File: src/rtl/div_sched.sv
// Oldest-first scheduler for the shared non-pipelined divider; owns the unit from pick to writeback.
// Optional build macro DIV_SCHED_B2B_EN: re-pick in WB to remove the idle bubble between divides.
module div_sched #(
  parameter int NCOMMIT  = 32,
  parameter int LNCOMMIT = 5
) (
  input  logic                clk,
  input  logic                reset,
  input  logic [NCOMMIT-1:0]  ready_mask,
  input  logic [LNCOMMIT-1:0] commit_head,
  input  logic [NCOMMIT-1:0]  kill,
  output logic                issue_valid,
  output logic [LNCOMMIT-1:0] issue_idx,
  input  logic                issue_ack,
  input  logic                div_done,
  output logic                div_abort,
  output logic                wb_valid,
  output logic [LNCOMMIT-1:0] wb_idx,
  input  logic                wb_stall,
  output logic [NCOMMIT-1:0]  picked,
  output logic                busy
);

  typedef enum logic [1:0] {
    S_IDLE = 2'd0,
    S_REQ  = 2'd1,
    S_RUN  = 2'd2,
    S_WB   = 2'd3
  } state_t;

  // Rotate right so the commit head lands at bit 0 (oldest first).
  function automatic logic [NCOMMIT-1:0] rot_right(input logic [NCOMMIT-1:0] v,
                                                   input logic [LNCOMMIT-1:0] sh);
    logic [2*NCOMMIT-1:0] dbl;
    dbl = {v, v} >> sh;
    return dbl[NCOMMIT-1:0];
  endfunction

  function automatic logic [LNCOMMIT-1:0] lowest_set(input logic [NCOMMIT-1:0] v);
    logic [LNCOMMIT-1:0] idx;
    idx = {LNCOMMIT{1'b0}};
    for (int i = NCOMMIT - 1; i >= 0; i--) begin
      if (v[i]) begin
        idx = LNCOMMIT'(i);
      end else begin
        idx = idx;
      end
    end
    return idx;
  endfunction

  state_t              state_r;
  state_t              state_nxt_s;
  logic [LNCOMMIT-1:0] idx_r;
  logic [LNCOMMIT-1:0] idx_nxt_s;
  logic                abort_nxt_s;
  logic                issue_valid_r;
  logic                div_abort_r;
  logic                wb_valid_r;
  logic                busy_r;

  logic [NCOMMIT-1:0]  cand_s;
  logic [NCOMMIT-1:0]  rot_s;
  logic                pick_any_s;
  logic [LNCOMMIT-1:0] pick_slot_s;
  logic [NCOMMIT-1:0]  pick_oh_s;
  logic                pick_en_s;
  logic                kill_cur_s;

  // Age-ordered pick among ready, non-killed slots.
  always_comb begin
    cand_s      = ready_mask & ~kill;
    rot_s       = rot_right(cand_s, commit_head);
    pick_any_s  = |rot_s;
    pick_slot_s = lowest_set(rot_s) + commit_head;
    pick_oh_s   = {{(NCOMMIT-1){1'b0}}, 1'b1} << pick_slot_s;
    kill_cur_s  = kill[idx_r];
  end

  // Next-state logic; kill of the owned slot always takes priority.
  always_comb begin
    state_nxt_s = state_r;
    idx_nxt_s   = idx_r;
    abort_nxt_s = 1'b0;
    pick_en_s   = 1'b0;
    case (state_r)
      S_IDLE: begin
        pick_en_s = 1'b1;
        if (pick_any_s) begin
          state_nxt_s = S_REQ;
          idx_nxt_s   = pick_slot_s;
        end else begin
          state_nxt_s = S_IDLE;
        end
      end
      S_REQ: begin
        if (kill_cur_s) begin
          state_nxt_s = S_IDLE;
          abort_nxt_s = issue_ack;
        end else if (issue_ack) begin
          state_nxt_s = S_RUN;
        end else begin
          state_nxt_s = S_REQ;
        end
      end
      S_RUN: begin
        if (kill_cur_s) begin
          state_nxt_s = S_IDLE;
          abort_nxt_s = 1'b1;
        end else if (div_done) begin
          state_nxt_s = S_WB;
        end else begin
          state_nxt_s = S_RUN;
        end
      end
      S_WB: begin
        if (kill_cur_s) begin
          state_nxt_s = S_IDLE;
        end else if (!wb_stall) begin
`ifdef DIV_SCHED_B2B_EN
          pick_en_s = 1'b1;
          if (pick_any_s) begin
            state_nxt_s = S_REQ;
            idx_nxt_s   = pick_slot_s;
          end else begin
            state_nxt_s = S_IDLE;
          end
`else
          state_nxt_s = S_IDLE;
`endif
        end else begin
          state_nxt_s = S_WB;
        end
      end
      default: begin
        state_nxt_s = S_IDLE;
      end
    endcase
  end

  // State, owned slot and registered output decode.
  always_ff @(posedge clk or negedge reset) begin
    if (!reset) begin
      state_r       <= S_IDLE;
      idx_r         <= {LNCOMMIT{1'b0}};
      issue_valid_r <= 1'b0;
      div_abort_r   <= 1'b0;
      wb_valid_r    <= 1'b0;
      busy_r        <= 1'b0;
    end else begin
      state_r       <= state_nxt_s;
      idx_r         <= idx_nxt_s;
      issue_valid_r <= (state_nxt_s == S_REQ);
      div_abort_r   <= abort_nxt_s;
      wb_valid_r    <= (state_nxt_s == S_WB);
      busy_r        <= (state_nxt_s != S_IDLE);
    end
  end

  // picked is gated by reset so it reads zero while reset is held.
  assign picked      = (pick_en_s && pick_any_s && reset) ? pick_oh_s : {NCOMMIT{1'b0}};
  assign issue_valid = issue_valid_r;
  assign issue_idx   = idx_r;
  assign div_abort   = div_abort_r;
  assign wb_valid    = wb_valid_r;
  assign wb_idx      = idx_r;
  assign busy        = busy_r;

endmodule

File: config.mk
export PLATFORM = sky130hd
export DESIGN_NAME = div_sched
export DESIGN_NICKNAME = d
export VERILOG_FILES = /design/src/rtl/div_sched.sv
export SDC_FILE = /design/constraint.sdc
export NUM_CORES = 1
export LEC_CHECK = 0
export BUFFER_PORTS_ARGS = -buffer_cell sky130_fd_sc_hd__buf_2
export CELL_PAD_IN_SITES_DETAIL_PLACEMENT = 0
export CELL_PAD_IN_SITES_GLOBAL_PLACEMENT = 1
export CORE_MARGIN = 5
export CORE_UTILIZATION = 40
export DETAILED_ROUTE_END_ITERATION = 6
export PLACE_DENSITY_LB_ADDON = 0.1
export SYNTH_ARGS = -nofsm -noshare
export SYNTH_HDL_FRONTEND = slang
export SYNTH_SLANG_ARGS = --single-unit
File: constraint.sdc
create_clock -name clk -period 9.9 [get_ports clk]
set_input_delay 0.495 -clock clk [delete_from_list [all_inputs] [get_ports clk]]
set_output_delay 0.495 -clock clk [all_outputs]
set_load 0.01 [all_outputs]
==> run metrics <==
status completed; crit path max fanout 32; clock-pin slew on the worst setup and hold paths 40 ps; core region area 0.0122 mm2; chip height 122 um; vias 4697; HP Class primary input to asynchronous set/reset pin; GP Congestion 0.937; post-layout util 0.465; placed cell area 0.00557 mm2; Post-synth EDFFs 0; Synth Flop Type dfrtp_1; initial drt markers 388; CTS max path bufs 2; post-CTS setup buffers 0; placed cells 744; worst slew pin tran 834 ps; Root Buffer Master clkbuf_16; diode count 0; RSZ-0062 raised after global routing no; Async S/R FF share, synth 1.00; CP Launch Type primary input; vias in the first global route 4646; share of the synthesized area in the top cell type 0.359; clk sinks 11; max cap viols 0; total gr overflow 0; register area share after synthesis 0.0549; Design Area, Final 0.00565 mm2; leading area contributor after synthesis mux4_2; post-synthesis cell count 497; synthesized net count 580; Critical Path RT 9410 ps; # DRC 0; Synth Register Bits 11; Avg Cell Area, Syn 10.1 um2; Leak 2.21 nW; TritonCTS clock tree done; Syn-to-layout area delta 12.8%; ratio of cells with drive above 1 in the final layout 0.450; row count 40; top cells by area, synth mux4_2 36%, dfrtp_1 5.5%, nand2b_1 5.1%; Pre-antenna DRT Iters 5; Slew HR 0.444; Hold-fix buffers, CTS 0; reg-to-reg setup timing slack 7040 ps; first-pass GRT wire length 26600 um; Initial Util 0.412; IO buf count 119; most frequent cell after synthesis mux4_2; # setup viols final 0; CTS H-Tree Depth 1; setup TNS 0 ps; vias per std cell 6.28; synth warn 0; post-cts gate resize count 0; reg2reg end issue_valid$_DFF_PN0_; Detail Placement HPWL 14400 um; Peak VDD IR 0.103 mV; final std cells w/o fill 748; fin. max-slew vios 0; DIE AREA 0.0149 mm2; CP Capture Type output pin; r2r worst-path depth 5; power density over the cells 128 mW/mm2; Setup CP Type primary input to output pin; Tot Pwr 0.000722 W; synth cell count leaders 80 x mux4_2, 41 x nand2b_1, 34 x nor2b_1, 30 x nand2_1; min Tclk post-route 6350 ps; Fin. Hold Viols 0; initial antenna violation count 0; Num CTS Buffers 3; synthesized area 0.00501 mm2; DIE WIDTH 122 um; Fmax 157 MHz; Final ANT Viol Nets 0; Detailed Route WL 17400 um; largest net degree at the start of global routing 34; I/O pins 120; worst-skew pair later-pin latency 240 ps; Worst Path Arrival 5850 ps; GR Util All Layers 0.229; wire per inst 23.2 um; FF-to-FF Start issue_idx[0]$_DFFE_PN0P_; library cells used by synthesis 79; Layout Skew 2.99 ps; Nets 664; Final period util 0.641
[cells by family after synthesis]
kind of cell / count (synthesis) / share of synthesized area
compound gates: 95 / 0.150
xor+xnor: 4 / 0.00699
fa+ha+maj: 9 / 0.0240
buf+inv: 59 / 0.0659
flops: 11 / 0.0549
mux: 117 / 0.439
simple gates: 202 / 0.259
[flip-flops by register name, summed over array words and instances, names as in the netlist]
register	flops
div_abort	1
state_r	2
issue_valid	1
wb_valid	1
busy	1
issue_idx	5
[through the flow]
step	hold WS (ps)	setup WS, ps
floorplan	199	4900
global placement	383	3670
detailed placement	388	3520
CTS	135	3530
global route	150	3040
finish	129	3550
[worst max path at each step]
stage | startpoint | end | cells past startpoint
6_report | commit_head[1] | picked[18] | 19
5_1_grt | commit_head[1] | picked[18] | 19
4_1_cts | commit_head[1] | picked[18] | 19
3_5_place_dp | commit_head[1] | picked[18] | 19
3_3_place_gp | commit_head[1] | picked[31] | 19
2_1_floorplan | commit_head[1] | picked[11] | 20
[power breakdown]
| part | switching (W) | internal (W) | total (W) |
|---|---|---|---|
| clock | 0.0000192 | 0.0000540 | 0.0000732 |
| sequential | 0.0000400 | 0.0000677 | 0.000108 |
| combinational | 0.000290 | 0.000252 | 0.000541 |
[cell usage in the layout (no fill, tap or decap), types with 11 or more instances in the layout]
| cell | count |
|---|---|
| nor4_1 | 11 |
| inv_1 | 14 |
| a21oi_1 | 18 |
| dfrtp_1 | 11 |
| nand2_1 | 30 |
| buf_2 | 119 |
| mux2_2 | 12 |
| nor2b_1 | 34 |
| nor2_1 | 22 |
| mux4_2 | 80 |
| nand2b_1 | 41 |
| mux2i_1 | 22 |
[final cells by class]
cell class              count  area (um2)
multi-input cells         427        4410
well taps                 168         210
inverters                  16        62.6
clock buffers               4        78.8
repair buffers            122         618
fillers                  1149        6510
flip-flops and latches     11         275
[metal layers]
metal / share of wire / GRT usage
met1: 0.44 / 0.333
met4: 0.025 / 0.0518
met2: 0.47 / 0.367
met5: 0 / 0
met3: 0.064 / 0.0279
[critical path: stages]
cell,delay [ps]
buf_2,610
inv_2,440
mux4_2,550
mux2_2,310
mux4_2,530
or3_1,390
o221a_2,140
a211oi_1,240
o21ai_1,150
ha_1,220
inv_1,80
fa_1,210
nor2b_1,50
o21ai_0,140
nand2b_1,110
xnor2_1,390
nand3_4,290
a211oi_1,320
buf_2,180
No activity file was read; power rests on OpenSTA's default activity.
